--- src/rtl/dfswt_pkg.sv ---
// rtl/dfswt_pkg.sv - shared types and helpers for the dfswt peak tracker
package dfswt_pkg;

  typedef enum logic [1:0] {
    IDLE,
    SCAN,
    DECIDE
  } state_t;

  localparam int DEFAULT_MAG_W = 32;

  // Low bit of bin idx within a flattened bus of mag_w-wide magnitudes.
  function automatic int bin_lsb(input int idx, input int mag_w);
    return idx * mag_w;
  endfunction

endpackage

--- src/rtl/dfswt_hysteresis.sv ---
// rtl/dfswt_hysteresis.sv - commits a bin/tone result only after HOLD consistent frames
module dfswt_hysteresis
  import dfswt_pkg::*;
#(
  parameter int BIN_W = 2,
  parameter int HOLD  = 3
) (
  input  logic             clock,
  input  logic             reset,
  input  logic             enable,
  input  logic             decide,
  input  logic [BIN_W-1:0] cand_bin,
  input  logic             cand_tone,
  output logic [BIN_W-1:0] bin,
  output logic             tone
);

  localparam int CNT_W = $clog2(HOLD + 1);

  logic [BIN_W-1:0] pend_bin;
  logic             pend_tone;
  logic [CNT_W-1:0] hold_cnt;
  logic [CNT_W-1:0] next_cnt;
  logic             match;

  // A no-tone candidate matches any pending no-tone, whatever its bin.
  always_comb begin
    match    = cand_tone ? (pend_tone && (pend_bin == cand_bin)) : !pend_tone;
    next_cnt = CNT_W'(1);
    if (match) begin
      next_cnt = (hold_cnt == CNT_W'(HOLD)) ? hold_cnt : hold_cnt + 1'b1;
    end
  end

  always_ff @(posedge clock or negedge reset) begin
    if (!reset) begin
      pend_bin  <= '0;
      pend_tone <= 1'b0;
      hold_cnt  <= '0;
      bin       <= '0;
      tone      <= 1'b0;
    end else if (!enable) begin
      pend_bin  <= '0;
      pend_tone <= 1'b0;
      hold_cnt  <= '0;
    end else if (decide) begin
      if (!match) begin
        pend_bin  <= cand_bin;
        pend_tone <= cand_tone;
      end
      hold_cnt <= next_cnt;
      if (next_cnt == CNT_W'(HOLD)) begin
        tone <= cand_tone;
        if (cand_tone) begin
          bin <= cand_bin;
        end
      end
    end
  end

endmodule

--- src/rtl/dfswt_peak_tracker.sv ---
// rtl/dfswt_peak_tracker.sv - sequential peak-bin search with threshold and hysteresis
module dfswt_peak_tracker
  import dfswt_pkg::*;
#(
  parameter int BINS  = 4,
  parameter int MAG_W = DEFAULT_MAG_W,
  parameter int HOLD  = 3,
  parameter int BIN_W = $clog2(BINS)
) (
  input  logic                  clock,
  input  logic                  reset,
  input  logic                  enable,
  input  logic                  mag_valid,
  input  logic [BINS*MAG_W-1:0] mag_bus,
  input  logic [MAG_W-1:0]      threshold,
  output logic                  busy,
  output logic                  out_valid,
  output logic [BIN_W-1:0]      bin,
  output logic                  tone,
  output logic                  overrun
);

  state_t                  state;
  logic [BINS*MAG_W-1:0]   frame_buf;
  logic signed [MAG_W-1:0] thr_q;
  logic signed [MAG_W-1:0] run_max;
  logic signed [MAG_W-1:0] cur_mag;
  logic [BIN_W-1:0]        idx;
  logic [BIN_W-1:0]        run_bin;
  logic                    decide;
  logic                    cand_tone;

  assign cur_mag   = frame_buf[bin_lsb(int'(idx), MAG_W) +: MAG_W];
  assign decide    = enable && (state == DECIDE);
  assign cand_tone = (run_max > 0) && (run_max >= thr_q);

  always_ff @(posedge clock or negedge reset) begin
    if (!reset) begin
      state     <= IDLE;
      frame_buf <= '0;
      thr_q     <= '0;
      run_max   <= '0;
      run_bin   <= '0;
      idx       <= '0;
      busy      <= 1'b0;
      out_valid <= 1'b0;
      overrun   <= 1'b0;
    end else begin
      out_valid <= 1'b0;
      // DECIDE still counts as busy, so a strobe there is dropped too.
      if (enable && mag_valid && (state != IDLE)) begin
        overrun <= 1'b1;
      end
      if (!enable) begin
        state <= IDLE;
        busy  <= 1'b0;
      end else begin
        case (state)
          IDLE: begin
            if (mag_valid) begin
              frame_buf <= mag_bus;
              thr_q     <= threshold;
              idx       <= '0;
              run_max   <= '0;
              run_bin   <= '0;
              busy      <= 1'b1;
              state     <= SCAN;
            end
          end
          SCAN: begin
            if (cur_mag > run_max) begin
              run_max <= cur_mag;
              run_bin <= idx;
            end
            if (idx == BIN_W'(BINS - 1)) begin
              state <= DECIDE;
            end else begin
              idx <= idx + 1'b1;
            end
          end
          DECIDE: begin
            out_valid <= 1'b1;
            busy      <= 1'b0;
            state     <= IDLE;
          end
          default: state <= IDLE;
        endcase
      end
    end
  end

  dfswt_hysteresis #(
    .BIN_W (BIN_W),
    .HOLD  (HOLD)
  ) u_hyst (
    .clock     (clock),
    .reset     (reset),
    .enable    (enable),
    .decide    (decide),
    .cand_bin  (run_bin),
    .cand_tone (cand_tone),
    .bin       (bin),
    .tone      (tone)
  );

endmodule
--- config.mk ---
export PLATFORM = sky130hd
export DESIGN_NAME = dfswt_peak_tracker
export DESIGN_NICKNAME = d
export VERILOG_FILES = /design/src/rtl/dfswt_pkg.sv /design/src/rtl/dfswt_hysteresis.sv /design/src/rtl/dfswt_peak_tracker.sv
export SDC_FILE = /design/constraint.sdc
export NUM_CORES = 1
export LEC_CHECK = 0
export ABC_AREA = 1
export CAP_MARGIN = 20
export CORE_UTILIZATION = 41
export CTS_CLUSTER_SIZE = 25
export DETAILED_ROUTE_END_ITERATION = 10
export MAX_ROUTING_LAYER = met4
export SKIP_LAST_GASP = 1
export SLEW_MARGIN = 5
export SYNTH_ARGS = -nofsm -noshare
export SYNTH_HDL_FRONTEND = slang
export SYNTH_HIERARCHICAL = 1
export SYNTH_SLANG_ARGS = --single-unit
--- constraint.sdc ---
create_clock -name clock -period 4.4 [get_ports clock]
set_input_delay 0.88 -clock clock [delete_from_list [all_inputs] [get_ports clock]]
set_output_delay 0.88 -clock clock [all_outputs]
set_load 0.05 [all_outputs]
==> reports/summary.log <==
INFO  outcome        status=finished with violations
INFO  outcome        failed_checks=DRC
INFO  pwr            power.net_switching=3490µW
INFO  logic_synthesis synthSimpleGateAreaFrac=0.300
INFO  grt            first_pass_grt_wire_length=46.7mm
INFO  logic_synthesis synth.most_common_cell=nand2_1
INFO  logic_synthesis synth_area_per_cell=7.53µm²
INFO  clock_tree     ctsResizeCount=0
INFO  sta            hold_viol_final=0
INFO  pwr            irDropWorstVdd=0.315mV
INFO  layout         area_growth_from_synthesis_to_final_layout=24.9%
INFO  pwr            power_density=622nW/µm²
INFO  sta            max_slew_margin=0.418
INFO  clock_tree     ctsLongestPathBuffers=3
INFO  logic_synthesis syn-num-nets=1684
INFO  min_path       timing.hold.worst.class=in -> async
INFO  detailed_routing post_drt_via_cell_ratio=4.83
INFO  logic_synthesis syn_inst=1455
INFO  placed_design  hpwl=20.5mm
INFO  floorplan      die-height=165µm
INFO  pwr            netSwitchingFraction=0.410
INFO  grt            grt_util_all_layers=0.222
INFO  grt            antenna_found_initial=1
INFO  placed_design  place.port_buffers=169
INFO  clock_tree     cts_setup_buffers=0
INFO  grt            grt_max_degree=129
INFO  sta            worst_slack=992ps
INFO  logic_synthesis synth_top_family_by_area=simple AND/OR/NAND/NOR gates
INFO  worst_setup_path cp.required=4800ps
INFO  floorplan      core_area=26100µm²
INFO  logic_synthesis top_cell_type_s_share_of_synthesized_area=0.477
INFO  layout         register_area=5230µm²
INFO  sta            timing.final.crit_share=0.774
INFO  grt            via_count_of_the_first_global_routing_pass=8963
INFO  detailed_routing drt-initial-drc-count=590
INFO  clock_tree     ctsHoldBuffers=0
INFO  run            max_cap_viol_count=0
INFO  sta            max_slew.worst_pin.slew=873ps
INFO  sta            slew_viol_final=0
INFO  placed_design  finalWeightedCongestion=0.874
INFO  sta            setup_repair_after_global_routing_missed_its_margin=false
INFO  sta            period_needed=3410ps
INFO  floorplan      start_util=0.419
INFO  sta            fin_setup_tns=0ps
INFO  layout         layout.filler_cells=2570
INFO  logic_synthesis synth-edff-count=0
INFO  placed_design  numPlacedInstances=1902
INFO  clock_tree     tritoncts_num_sinks=209
INFO  floorplan      design.die.area=27400µm²
INFO  clock_tree     cts_tree=done
INFO  detailed_routing drcViolationCount=14
INFO  detailed_routing routedWlPerCell=14.6µm
INFO  grt            global_route.overflow_total=0
INFO  clock_tree     clk_root_buffer_cell=clkbuf_16
INFO  logic_synthesis yosysTopAreaCell=dfrtp_1
INFO  logic_synthesis ys_seq_area_frac=0.477
INFO  logic_synthesis synth_adder_area_share=0.0743
INFO  clock_tree     path_clk_slew=60ps
INFO  detailed_routing drt_pre_antenna_iters=8
INFO  pwr            power_report.internal_total=5020µW
INFO  pwr            p_leak=0.00697µW
INFO  logic_synthesis synthArstFlopShare=1.00
INFO  floorplan      num_io_pins=170
INFO  logic_synthesis synth_seq_cells=209
INFO  logic_synthesis compound_cell_area_share_of_the_yosys_netlist=0.0875
INFO  placed_design  dp_slack=569ps
INFO  floorplan      die_w=165µm
INFO  logic_synthesis yosys.area_share.xor_xnor=0
INFO  worst_setup_path arrival=3800ps
INFO  sta            max_freq=293MHz
INFO  sta            timing.final.setup_violations=0
INFO  logic_synthesis cell_types_occupying_the_most_area_after_synthesis=dfrtp_1 48%, nand2_1 21%, ha_1 7.4%
INFO  logic_synthesis mappedNetlistArea=11000µm²
INFO  logic_synthesis warnings_from_yosys=6
INFO  logic_synthesis synth.lib_cells_used.distinct=32
INFO  detailed_routing routed_wirelength=28.3mm
INFO  logic_synthesis ys_flop_type=dfrtp_1
INFO  clock_tree     htree_num_levels=1
INFO  logic_synthesis synthMuxAreaShare=0
INFO  clock_tree     cts-buffers-inserted=22
INFO  logic_synthesis synth_commonest_cells=614 x nand2_1, 209 x dfrtp_1, 155 x nor2_1, 107 x o21ai_0, 94 x inv_1
INFO  worst_setup_path worst_setup_path_start_kind=register
INFO  clock_tree     worst_skew_pair.late_latency=510ps
INFO  detailed_routing ant_nets=0
INFO  layout         multiInputGateArea=5070µm²
INFO  detailed_routing via_count=9382
INFO  layout         final_nets=1821
INFO  worst_setup_path worst_setup_path_end_kind=register
INFO  floorplan      core.rowCount=59
INFO  pwr            power.share.combinational=0.451
INFO  layout         final_layout_size_suffix_gt1_frac=0.0398
INFO  pwr            power.total=8510µW
INFO  worst_setup_path critical_path.max_fanout=65
INFO  pwr            power_frac_seq=0.328
INFO  worst_setup_path timing.setup.critical_path_class=reg -> reg
INFO  pwr            clock_power_share=0.221
INFO  sta            finClkSkew=10.0ps
INFO  layout         finish.cell_count_without_fillers=1943
==> cells in the final DEF, fill, tap and decap left out, types with 2 or more instances in the layout <==
| master | netlist | routed |
|---|---|---|
| a21oi_1 | 63 | 63 |
| buf_12 | 0 | 5 |
| buf_4 | 3 | 5 |
| clkbuf_1 | 47 | 3 |
| clkbuf_16 | 0 | 23 |
| clkbuf_8 | 0 | 8 |
| clkdlybuf4s50_1 | 0 | 168 |
| clkinv_1 | 1 | 2 |
| clkinv_2 | 0 | 5 |
| dfrtp_1 | 209 | 208 |
| ha_1 | 65 | 65 |
| inv_1 | 94 | 92 |
| nand2_1 | 614 | 614 |
| nand2_4 | 2 | 2 |
| nand3_1 | 38 | 38 |
| nand3_2 | 2 | 2 |
| nand4_1 | 16 | 16 |
| nor2_1 | 155 | 154 |
| nor2_2 | 3 | 3 |
| nor2_4 | 1 | 2 |
| nor3_1 | 3 | 3 |
| nor4_1 | 4 | 4 |
| o21ai_0 | 107 | 107 |
==> sequential cells by signal, indices dropped and copies added, names as in the netlist, 2 cells and up <==
register,cells
frame_buf,128
thr_q,32
u_hyst/bin,2
u_hyst/hold_cnt,2
run_max,32
u_hyst/pend_bin,2
state,2
run_bin,2
idx,2
==> worst paths after layout <==
path	startpoint	end	slack [ps]	cells after the start
max reg2reg	idx[0]	run_max[12]	990	18
max	idx[0]	run_max[12]	990	18
max in group asynchronous	reset	frame_buf[59]	3010	2
min reg2reg	frame_buf[110]	frame_buf[110]	460	2
min	reset	frame_buf[73]	450	1
min in group clock	frame_buf[110]	frame_buf[110]	460	2
==> metrics by stage <==
| step | hold slack [ps] | utilization | area [µm²] |
|---|---|---|---|
| floorplan | 437 | - | 11000 |
| global placement | 449 | 0.494 | 12900 |
| detailed placement | 453 | 0.494 | 12900 |
| CTS | 469 | 0.523 | 13700 |
| global route | 478 | 0.524 | 13700 |
| finish | 447 | 0.524 | 13700 |
==> cells by family (layout without fill, tap and decap cells) <==
family	count (synthesis)	in the layout
AO/OA/AOI/OAI	180	180
adder cells (fa/ha/maj)	65	65
buffers and inverters	163	315
flip-flops	209	209
other	0	1
AND/OR/NAND/NOR	838	838
==> worst max-delay path, stage by stage, from the launching register on <==
cell,delay [ps]
dfrtp_2,360
buf_4,530
nor2_1,110
nor2_1,100
o21ai_0,210
nand2_1,150
ha_1,250
a21oi_1,140
o21ai_0,110
a21oi_1,130
nand2_1,100
nand2_1,90
nand3_1,60
nand2_1,70
nand2_1,80
nand2_4,270
nand2_4,280
nand2_1,150
nand2_1,70
==> power by group through the flow <==
| stage | combinational (µW) | sequential [µW] | clock [µW] |
|---|---|---|---|
| 3_5_place_dp | 3800 | 2820 | 0 |
| 5_1_grt | 4480 | 2850 | 2010 |
| 3_3_place_gp | 3720 | 2810 | 0 |
| 2_1_floorplan | 2860 | 2700 | 0 |
| 4_1_cts | 3830 | 2790 | 1930 |
| 6_report | 3840 | 2790 | 1880 |
==> cell type report <==
type,instances,area share
antenna,1,0.000183
clock buffer,33,0.0499
clock inverter,6,0.00421
inverter,96,0.0264
multi-input combinational,1083,0.370
sequential,209,0.382
tap,335,0.0306
timing repair buffer,180,0.136
==> metal layers <==
layer,up-vias,wire [µm],GRT usage
met5,-,0,-
met4,0,207,0.0393
met3,20,1340,0.0252
met2,208,11600,0.305
met1,4288,15200,0.349
li1,4866,-,-
No activity file was read; power rests on OpenSTA's default activity.
